[src/rtl/aclk_controller.sv]
// rtl/aclk_controller.sv - alarm clock keypad/button controller: Moore FSM with key-entry timeout.
// Outputs decode only from the state register; a 0..9 seconds counter times out idle key entry.
module aclk_controller (
    input  logic       clock,
    input  logic       reset,
    input  logic       one_second,
    input  logic       alarm_button,
    input  logic       time_button,
    input  logic [3:0] key,
    output logic       load_new_a,
    output logic       show_a,
    output logic       show_new_time,
    output logic       load_new_c,
    output logic       shift
);

    typedef enum logic [2:0] {
        SHOW_TIME,
        KEY_STORED,
        KEY_WAITED,
        KEY_ENTRY,
        SHOW_ALARM,
        SET_ALARM_TIME,
        SET_CURRENT_TIME
    } state_t;

    state_t     state_q, state_d;
    logic [3:0] count_q, count_d;
    logic       is_digit;
    logic       timeout;
    logic       in_entry_q;
    logic       in_entry_d;

    assign is_digit   = (key <= 4'd9);
    assign timeout    = one_second && (count_q == 4'd9);
    assign in_entry_q = (state_q == KEY_WAITED) || (state_q == KEY_ENTRY);
    assign in_entry_d = (state_d == KEY_WAITED) || (state_d == KEY_ENTRY);

    always_ff @(posedge clock or posedge reset) begin
        if (reset) begin
            state_q <= SHOW_TIME;
            count_q <= 4'd0;
        end else begin
            state_q <= state_d;
            count_q <= count_d;
        end
    end

    always_comb begin
        state_d = state_q;
        case (state_q)
            SHOW_TIME: begin
                if (alarm_button)  state_d = SHOW_ALARM;
                else if (is_digit) state_d = KEY_STORED;
            end
            SHOW_ALARM: begin
                if (!alarm_button) state_d = SHOW_TIME;
            end
            KEY_STORED: state_d = KEY_WAITED;
            KEY_WAITED: begin
                if (!is_digit)     state_d = KEY_ENTRY;
                else if (timeout)  state_d = SHOW_TIME;
            end
            KEY_ENTRY: begin
                if (alarm_button)      state_d = SET_ALARM_TIME;
                else if (time_button)  state_d = SET_CURRENT_TIME;
                else if (timeout)      state_d = SHOW_TIME;
                else if (is_digit)     state_d = KEY_STORED;
            end
            SET_ALARM_TIME:   state_d = SHOW_TIME;
            SET_CURRENT_TIME: state_d = SHOW_TIME;
            default:          state_d = SHOW_TIME;
        endcase
    end

    // Saturating at 9 keeps a strobe swallowed by a key release in KEY_WAITED
    // from wrapping; the next strobe in KEY_ENTRY then times out.
    always_comb begin
        count_d = 4'd0;
        if (in_entry_q && in_entry_d) begin
            if (one_second && (count_q != 4'd9)) count_d = count_q + 4'd1;
            else                                 count_d = count_q;
        end
    end

    always_comb begin
        load_new_a    = 1'b0;
        show_a        = 1'b0;
        show_new_time = 1'b0;
        load_new_c    = 1'b0;
        shift         = 1'b0;
        case (state_q)
            SHOW_ALARM:       show_a = 1'b1;
            KEY_STORED: begin
                shift         = 1'b1;
                show_new_time = 1'b1;
            end
            KEY_WAITED:       show_new_time = 1'b1;
            KEY_ENTRY:        show_new_time = 1'b1;
            SET_ALARM_TIME:   load_new_a = 1'b1;
            SET_CURRENT_TIME: load_new_c = 1'b1;
            default: ;
        endcase
    end

endmodule

[config.mk]
export PLATFORM = sky130hd
export DESIGN_NAME = aclk_controller
export DESIGN_NICKNAME = d
export VERILOG_FILES = /design/src/rtl/aclk_controller.sv
export SDC_FILE = /design/constraint.sdc
export NUM_CORES = 1
export LEC_CHECK = 0
export CAP_MARGIN = 20
export CELL_PAD_IN_SITES_DETAIL_PLACEMENT = 0
export CELL_PAD_IN_SITES_GLOBAL_PLACEMENT = 1
export CORE_MARGIN = 5
export CORE_UTILIZATION = 29
export DETAILED_ROUTE_END_ITERATION = 8
export HOLD_SLACK_MARGIN = 0.02
export PLACE_DENSITY = 0.76
export SLEW_MARGIN = 20
export SYNTH_ARGS = -nofsm -noshare
export SYNTH_HDL_FRONTEND = slang
export SYNTH_SLANG_ARGS = --single-unit
[constraint.sdc]
create_clock -name clock -period 1.6 [get_ports clock]
set_input_delay 0.32 -clock clock [delete_from_list [all_inputs] [get_ports clock]]
set_output_delay 0.32 -clock clock [all_outputs]
set_load 0.03 [all_outputs]
Word level (Yosys, flattened, before mapping)

Cells that the tools add are included.

Memories kept: 0
ROM bits: 0
Logic and storage cells: 38
Bits of input ports: 9
Latch bits: 0
Output and inout bits: 5
RAM bits: 0
Flip-flop bits (word level): 7

Muxes and demuxes: 16
Add/subtract/negate cells: 1
Reduce and logical (&&, ||, !) cells: 7
Divide/modulo/power cells: 0
$mul: 0
Equality and inequality tests: 11
Shifts and indexed selects: 0
$lt $le $gt $ge: 1
Bitwise operators: 0

Operator list:

| operator            | number |
|---|---|
| $mux 3              | 8 |
| $pmux 3 s5          | 1 |
| $eq 3x2->1 const B  | 4 |
| $eq 3x3->1 const B  | 3 |
| $mux 4              | 2 |
| $mux 1              | 5 |
| $add 4x1->4 const B | 1 |
| $eq 4x4->1 const B  | 1 |
| $le 4x4->1 const B  | 1 |
| $ne 4x4->1 const B  | 1 |
| $eq 3x1->1 const B  | 1 |
| $logic_and 1x1->1   | 3 |
| $logic_not 3->1     | 1 |
| $reduce_or 3->1     | 1 |
| $logic_or 1x1->1    | 2 |
| $ne 2x1->1 const B  | 1 |

Logic depth before layout (Yosys ltp)

Depth in word-level cells: 10
Gate-level depth with buffers: 6
Gate-level depth less buffers: 6

Least setup slack after synthesis

No wires, ideal clock.

Path type: reg-to-output
Start point: reg state_q[1]
End point: out shift
Cell stages (with the launch flop): 3
Buffers on the path: 1
Required time: 1280 ps
Arrival time: 1239 ps
Setup slack: 41 ps
Cells stage by stage: dfrtp_1 > clkbuf_1 > nor3_1

Word-level cells in the longest chain between the ends: 2

Ends and longest elaborated chain:

| element                | line | RTL |
|---|---|---|
| start, declared        | 27   | `state_t state_q, state_d;` |
| start signal, assigned | 44   | `state_q <= state_d;` |
| $eq 3x1->1             | 92   | `case (state_q)` |
| $mux 1                 | 92   |  |
| end, declared          | 14   | `output logic shift` |

No other way between the ends.

Final worst setup path

Start point: reg count_q[1]
End point: reg state_q[1]

Word-level cells in the longest chain between the ends: 6
Elaborated cells between the ends (all ways): 8
Classes of those cells: 1 x eq/ne; 6 x mux; 1 x reduce/logical

Ends and longest elaborated chain:

| element                | line | RTL |
|---|---|---|
| start, declared        | 28   | `logic [3:0] count_q, count_d;` |
| start signal, assigned | 45   | `count_q <= count_d;` |
| $eq 4x4->1 *           | 35   | `assign timeout = one_second && (count_q == 4'd9);` |
| $logic_and 1x1->1 *    | 35   |  |
| $mux 3                 | 67   | `else if (timeout) state_d = SHOW_TIME;` |
| $mux 3                 | 66   | `else if (time_button) state_d = SET_CURRENT_TIME;` |
| $mux 3                 | 65   | `if (alarm_button) state_d = SET_ALARM_TIME;` |
| $pmux 3 s5 *           | 51   | `case (state_q)` |
| via state_d[1]         | 27   |  |

The timed path passes the listed nets; every way through them passes the cells marked *.
A chain may end at the register's enable or synchronous reset.

==> out/summary.txt <==
outcome: completed
ANT nets after route: 0
port bufs: 12
DRT Wirelength: 1220 µm
fin nets: 94
Pre-antenna DRT Iters: 3
Skew-Pair Late Insertion Delay: 0.24 ns
DP HPWL: 964 µm
fillcell total: 167
global-route met3 utilization: 1.16%
GRT Util Overall: 10.8%
Setup CP Type: reg -> reg
FP Rows: 14
critical path cell sequence: inv_1 > ha_2 > and4b_4 > or4b_1 > a31oi_1
Post-CTS Hold Fix Bufs: 0
P_sw: 0.000418 W
Die Wd: 50.8 µm
met1 GRT Util: 11.9%
Req. time, crit path: 1.76 ns
worst-path fanout max: 4
slew of the pin with the lowest slew margin: 0.316 ns
Post-Synthesis Cells: 58
Flop pwr share: 27.2%
max incr delay on CP: 0.49 ns
Crit path max-delay family: simple AND/OR/NAND/NOR gates
Layout area overhead: 47.2%
storage element area: 176 µm²
vias: 507
Hold Slack: 0.301 ns
gr busiest metal: met2
Post-synth ARST share: 100%
Mean Syn Cell Area: 8.33 µm²
clk slew on worst S/H paths: 0.05 ns
Starting Density: 31.3%
leakage power: 0.324 nW
first-pass GRT wire length: 2170 µm
Int Power: 0.000575 W
WL/cell: 12.5 µm
Seq/Total Area, Yosys: 36.3%
CTS root buffer: clkbuf_4
Iteration-0 DRC Markers: 2
Die Y: 50.8 µm
worst path bufs/invs: 1
largest net degree at the start of global routing: 12
Clk pwr share: 15.4%
grt met2 use: 19.4%
detailed-route vias per instance: 5.17
Gate power share: 57.4%
pwr dens: 1400 nW/µm²
HP Class: in -> async
number of distinct library cells after synthesis: 26
Main synth FF type: dfrtp_1
Cells after DPL: 92
Switching Fraction: 42.1%
layout cell share with drive strength beyond 1: 26.8%
RD Place Congestion: 0.793
die area: 2580 µm²
yosys warns: 0
minimum clock period: 1.52 ns
Slew HR: 78.8%
fmax: 659 MHz
Startpoint Class: register
Post-synth EDFFs: 0
element type at the critical path end: register
H-tree levels: 1
Syn Std Cell Area: 483 µm²
Diodes inserted: 0
flops & latches, synth: 7
Crit path arrival time: 1.67 ns
number of hold violations in the final report: 0
Top Ports: 14
setup_tns: 0 ns
skew final: 0.00291 ns
GRT overflow: 0
vias in the first global route: 556
CTS Sinks: 7
Final Max Tran Viols: 0
Peak supply drop: 931 µV
fin util: 46.1%
area of the core: 1540 µm²
fin crit share: 94.8%
final setup fails: 0
RSZ-0062 raised after global routing: false
CP max-delay cell: or4b_1
area of the multi-input gates: 298 µm²
TritonCTS clock tree: done
Post-route DRC: 0
initial antenna violation count: 0
Max Root-Sink Buffers: 2
TritonCTS buffer count: 3
fin cells: 98
maximum capacitance violations: 0
post-synth net total: 69
## worst paths after layout
check | slack (ns) | depth (start not counted) | to | from
max | 0.08 | 5 | state_q[1] | count_q[1]
max in group asynchronous | 1.07 | 2 | state_q[1] | reset
min reg2reg | 0.59 | 2 | state_q[0] | state_q[2]
min in group clock | 0.59 | 2 | state_q[0] | state_q[2]
min | 0.30 | 2 | count_q[0] | reset
max reg2reg | 0.08 | 5 | state_q[1] | count_q[1]
## worst register-to-register path, delay by kind of cell (launching register included)
kind,cells,cell delay [ns]
buffers and inverters,1,0.05
AO/OA/AOI/OAI,1,0.18
AND/OR/NAND/NOR,2,0.69
adder cells (fa/ha/maj),1,0.18
flip-flops,1,0.33
## repair_timing
item | in CTS | in global routing
setup buffers | 2 | 0
pin swaps | 0 | 3
gates cloned | 0 | 0
gates resized for setup | 0 | 6
endpoints found under the setup margin | 1 | 7
## per-layer routing
layer  part of all wire, %  vias to the layer above  wire length (µm)
met3                   4.3                        2                53
met1                    43                      237               524
met2                    51                       13               627
li1                      -                      255                 -
met5                     0                        -                 0
met4                   1.4                        0                17
## state kept, by name, summed over array words and instances (netlist names)
signal and cells:
count_q 4, state_q 3
## metrics by stage
step           instance area, µm²  setup slack, ns  power [W]
6_report                      711           0.0833   0.000993
5_1_grt                       711          0.00822    0.00107
4_1_cts                       701           0.0150   0.000989
3_5_place_dp                  659           -0.184   0.000793
3_3_place_gp                  659           -0.179   0.000782
2_1_floorplan                 483           0.0412   0.000579
## synth_stat cells, drive strengths merged (2+ instances only)
| library cell | number | share of area, % |
|---|---|---|
| a21oi | 4 | 4.1 |
| and2 | 2 | 2.6 |
| dfrtp | 7 | 36 |
| ha | 2 | 5.2 |
| inv | 4 | 3.1 |
| nand2 | 5 | 3.9 |
| nand3b | 2 | 3.1 |
| nor2 | 7 | 5.4 |
| nor3b | 3 | 4.7 |
| o21ai | 5 | 5.2 |
| or3 | 2 | 2.6 |
## cells by family after synthesis
kind of cell | after synthesis | share of synthesized area (%)
DFF | 7 | 36.3
buffers and inverters | 5 | 3.88
adders and majority gates | 2 | 5.18
xor gates and xnor gates | 2 | 3.63
AOI/OAI and AO/OA | 12 | 14.0
and+or+nand+nor | 30 | 37.0
## area by class of cell
type	instances	area share, %
clock buffer	4	3.70
inverter	4	2.11
multi-input combinational	46	41.9
sequential	7	24.8
tap	16	2.82
timing repair buffer	21	24.6
## cells in the final DEF (no fill, tap or decap)
cell / Yosys / final
buf_4: 0 / 14
clkdlybuf4s50_1: 0 / 7
nor2_1: 7 / 6
dfrtp_1: 7 / 6
nand2_1: 5 / 5
inv_1: 4 / 4
o21ai_0: 5 / 3
nor3b_1: 3 / 3
a21oi_1: 4 / 3
clkbuf_4: 0 / 3
o21ai_1: 0 / 2
nand3b_1: 2 / 2
and2_1: 2 / 2
or3_1: 2 / 2
and4b_4: 1 / 1
nor2_2: 0 / 1
nand2b_1: 1 / 1
a21oi_2: 0 / 1
a211oi_1: 1 / 1
xor2_1: 1 / 1
and3b_1: 1 / 1
nand4_1: 1 / 1
xnor2_1: 1 / 1
nand3_1: 1 / 1
nor4bb_1: 1 / 1
nor3_1: 1 / 1
or4b_1: 1 / 1
a31oi_1: 1 / 1
o311ai_0: 1 / 1
and3_1: 1 / 1
ha_2: 0 / 1
ha_1: 2 / 1
clkbuf_1: 1 / 1
dfrtp_2: 0 / 1
## power by group through the flow
stage	sequential [W]	clock, W	combinational, W
after floorplan	0.000256	0	0.000323
after global placement	0.000276	0	0.000506
after global routing	0.000278	0.000171	0.000625
final	0.000270	0.000153	0.000570
after detailed placement	0.000277	0	0.000517
after CTS	0.000266	0.000162	0.000561
(Power assumes the default switching activity.)
==> RTL edit 1 (same flow settings) <==
Re-encode `state_t` (7 states) as one-hot, 7 bits wide.
--- a/src/rtl/aclk_controller.sv
+++ b/src/rtl/aclk_controller.sv
@@ -14,14 +14,14 @@
     output logic       shift
 );
 
-    typedef enum logic [2:0] {
-        SHOW_TIME,
-        KEY_STORED,
-        KEY_WAITED,
-        KEY_ENTRY,
-        SHOW_ALARM,
-        SET_ALARM_TIME,
-        SET_CURRENT_TIME
+    typedef enum logic [6:0] {
+        SHOW_TIME        = 7'b0000001,
+        KEY_STORED       = 7'b0000010,
+        KEY_WAITED       = 7'b0000100,
+        KEY_ENTRY        = 7'b0001000,
+        SHOW_ALARM       = 7'b0010000,
+        SET_ALARM_TIME   = 7'b0100000,
+        SET_CURRENT_TIME = 7'b1000000
     } state_t;
 
     state_t     state_q, state_d;
Formal check against the unedited RTL: no difference found for any inputs over 10 cycles, from zero or initial values and one cycle with reset high; not proved beyond that.
==> RTL edit 1 against the unedited design <==
Synthesized area rose by 58%; routed wire length rose by 66%; critical path type is now reg2out; sequential power is 29% higher; clock power is 24% higher; non-clock buffer count is 13 higher; cell area up 67%; register-to-register slack worse by 270 ps; global-route usage is 1.3 points higher; first-iteration DRC count grew to 13 times the old value; sequential cell count grew 4; the flow now finishes with violations (setup timing); setup slack lost 580 ps; count of clock-buffer cells in the layout stayed put; total power increased by 38%; utilization is 1.4 points higher.
==> RTL edit 1: results <==
metrics = {
    "setup_path": {
        "crit_end": "load_new_c",
        "max_stage_delay_ps": 410,
        "arrival_ps": 1780,
        "r2r_end": "count_q[0]$_DFFE_PP0P_",
        "cp-startpoint": "state_q[1]$_DFF_PP0_",
        "crit_fanout": 2,
        "r2r_setup_slack_ps": -190,
        "crit_slowest_cell": "or3_4",
    },
    "global_route": {
        "use_met3_pct": 3.35,
        "grt_usage_pct": 12.1,
        "grt_pass1_vias": 749,
        "grt_pass1_wl_um": 3290,
        "grt_use_met2_pct": 20.8,
    },
    "yosys": {
        "synth_area_per_cell_um2": 9.93,
        "synth_compound_area_share_pct": 12.8,
        "synthXorXnorAreaFrac_pct": 4.58,
        "seq_area_frac_synth_pct": 36.2,
        "synth_mux_area_share_pct": 1.47,
        "synth_area_leaders": "dfrtp_1 (33%), xor2_1 (4.6%), dfstp_2 (3.4%)",
        "synth.distinct_cells": 37,
        "synth_fa_ha_area_share_pct": 3.27,
        "synth_fp_nets": 88,
    },
    "detailed_routing": {
        "dr_wl_met2_um": 1010,
        "drt_iter0_markers": 25,
        "num_vias": 726,
        "wl_per_cell_um": 14.3,
        "vias_per_cell": 5.11,
        "drtPass1Iterations": 4,
        "wl_met1_um": 878,
    },
    "clock_tree": {
        "clkLatencyLatePin_ps": 270,
        "ctsResizeCount": 13,
        "postCtsSetupBuffers": 1,
    },
    "power": {
        "power.density_nw_per_um2": 1160,
        "power.leakage_uw": 0.000515,
        "total_power_uw": 1370,
        "intPower_uw": 852,
        "clockPowerShare_pct": 13.8,
    },
    "final_layout": {
        "reg.largest.list": "state_q (7), count_q (4)",
        "layout.nets": 124,
    },
    "sta": {
        "setup_slack_ps": -496,
        "worst_slew_pin_slew_ps": 453,
        "setup_viol": 15,
        "fin_skew_ps": 2.09,
        "finalHoldViolations": 0,
        "whs_ps": 350,
        "tns_ps": -3190,
    },
    "placed_design": {
        "postPlaceCellArea_um2": 1050,
        "place_hpwl_um": 1510,
        "pre_cts_slack_ps": -382,
        "gp_congestion": 0.774,
    },
    "status": {
        "violations": "setup timing",
        "status": "finished with violations",
    },
}
RTL edit 1: changes by cell type after synthesis, moves of 2 or more:
cell	unedited run	this run
nor2b_1	0	4
nor3_1	1	5
dfrtp_1	7	10
nor2_1	7	4
xor2_1	1	4
and4b_1	0	2
nor3b_2	0	2
RTL edit 1: final cells by class:
| class | instances | share of cell area (%) |
|---|---|---|
| Tap cell | 30 | 3.16 |
| Inverter | 3 | 0.948 |
| Timing Repair Buffer | 34 | 25.1 |
| Clock buffer | 4 | 2.21 |
| Multi-Input combinational cell | 60 | 45.3 |
| Sequential cell | 11 | 23.3 |
RTL edit 1: cell families (layout without fill, tap and decap cells):
kind of cell / count (synthesis) / in the layout
adder cells (fa/ha/maj): 2 / 2
XOR/XNOR: 4 / 4
flip-flops: 11 / 11
buffers and inverters: 6 / 41
multiplexers: 1 / 1
AND/OR/NAND/NOR: 39 / 39
AO/OA/AOI/OAI: 14 / 14
==> RTL edit 2 (same flow settings) <==
Without the edit above. Put a register stage on the output `shift`, without a reset. The value now appears one clock later. The other outputs are not delayed to match.
--- a/src/rtl/aclk_controller.sv
+++ b/src/rtl/aclk_controller.sv
@@ -23,6 +23,8 @@
         SET_ALARM_TIME,
         SET_CURRENT_TIME
     } state_t;
+
+    logic shift_d;
 
     state_t     state_q, state_d;
     logic [3:0] count_q, count_d;
@@ -88,11 +90,11 @@
         show_a        = 1'b0;
         show_new_time = 1'b0;
         load_new_c    = 1'b0;
-        shift         = 1'b0;
+        shift_d       = 1'b0;
         case (state_q)
             SHOW_ALARM:       show_a = 1'b1;
             KEY_STORED: begin
-                shift         = 1'b1;
+                shift_d       = 1'b1;
                 show_new_time = 1'b1;
             end
             KEY_WAITED:       show_new_time = 1'b1;
@@ -103,5 +105,9 @@
         endcase
     end
 
+    always_ff @(posedge clock) begin
+        shift <= shift_d;
+    end
+
 endmodule
 
Check against the original RTL: not equivalent (a bounded check fails within 4 cycles, from zero or initial values and one cycle with reset high).
==> RTL edit 2 against the unedited design <==
Total power is 7.3% higher; cell area rose by 3.3%; utilization shrank 2.6 points; die area increased by 3.3%; synthesized area is 4.1% higher; sequential cell count up 1; critical path depth decreased by 4; routed wire length is 8.3% lower; setup slack got worse by 12 ps.
==> RTL edit 2: results <==
metrics = {
    "clock_tree": {
        "ctsResizeCount": 1,
        "postCtsSetupBuffers": 0,
    },
    "placed_design": {
        "postPlaceCellArea_um2": 676,
        "place_hpwl_um": 852,
        "gp_congestion": 0.759,
    },
    "yosys": {
        "synth_fa_ha_area_share_pct": 4.98,
        "async_flop_share_pct": 87.5,
        "seq_area_frac_synth_pct": 38.8,
        "synth_fp_nets": 70,
        "synth.distinct_cells": 27,
    },
    "setup_path": {
        "cp_top_family": "buffers and inverters",
        "arrival_ps": 1210,
        "max_stage_delay_ps": 660,
        "crit_end": "shift",
        "r2r-start": "count_q[0]$_DFFE_PP0P_",
        "r2r_cells": 4,
        "cp-startpoint": "shift$_DFF_P_",
        "crit_slowest_cell": "clkdlybuf4s50_1",
        "crit_fanout": 1,
    },
    "power": {
        "pwr-share-seq_pct": 28.0,
        "p_comb_uw": 598,
        "power.leakage_uw": 0.000331,
    },
    "final_layout": {
        "drive_gt1_share_pct": 25.3,
        "reg.largest.list": "count_q (4), state_q (3), shift (1)",
        "layout.nets": 95,
    },
    "sta": {
        "fin_skew_ps": 5.86,
        "layout_min_cycle_time_ps": 1530,
    },
    "global_route": {
        "grt_use_met2_pct": 13.8,
        "grt_usage_pct": 9.35,
        "grt_util_met1_pct": 12.2,
        "grt_pass1_wl_um": 1890,
    },
    "detailed_routing": {
        "drtPass1Iterations": 4,
        "wl_met1_um": 515,
        "num_vias": 491,
        "met3_length_um": 46,
        "top_layer": "met3",
        "dr_wl_met2_um": 557,
        "drt_iter0_markers": 5,
    },
    "status": {
        "status": "completed",
    },
}
[RTL edit 2: changes by cell type in the layout (fill, tap and decap cells not counted), sizes merged]
cell | unedited run | this run
buf | 14 | 13
clkdlybuf4s50 | 7 | 8
dfxtp | 0 | 1
[RTL edit 2: cells by family after synthesis]
kind of cell / Yosys count
and+or+nand+nor: 30
AOI/OAI and AO/OA: 12
DFF: 8
buffers and inverters: 5
xor gates and xnor gates: 2
adders and majority gates: 2
[RTL edit 2: through the flow]
step	TNS (ps)	power [uW]	hold WS [ps]	instances
CTS	0	1010	293	97
global placement	-815	831	557	93
global route	-16.8	1150	305	100
floorplan	0	614	123	59
finish	0	1070	287	100
detailed placement	-743	835	572	93
[RTL edit 2: cell type report]
class | count | area [um^2] | area share [%]
repair buffers | 21 | 178 | 24.2
multi-input cells | 46 | 298 | 40.5
inverters | 4 | 15.0 | 2.04
flip-flops and latches | 8 | 196 | 26.7
clock buffers | 4 | 26.3 | 3.58
well taps | 17 | 21.3 | 2.90
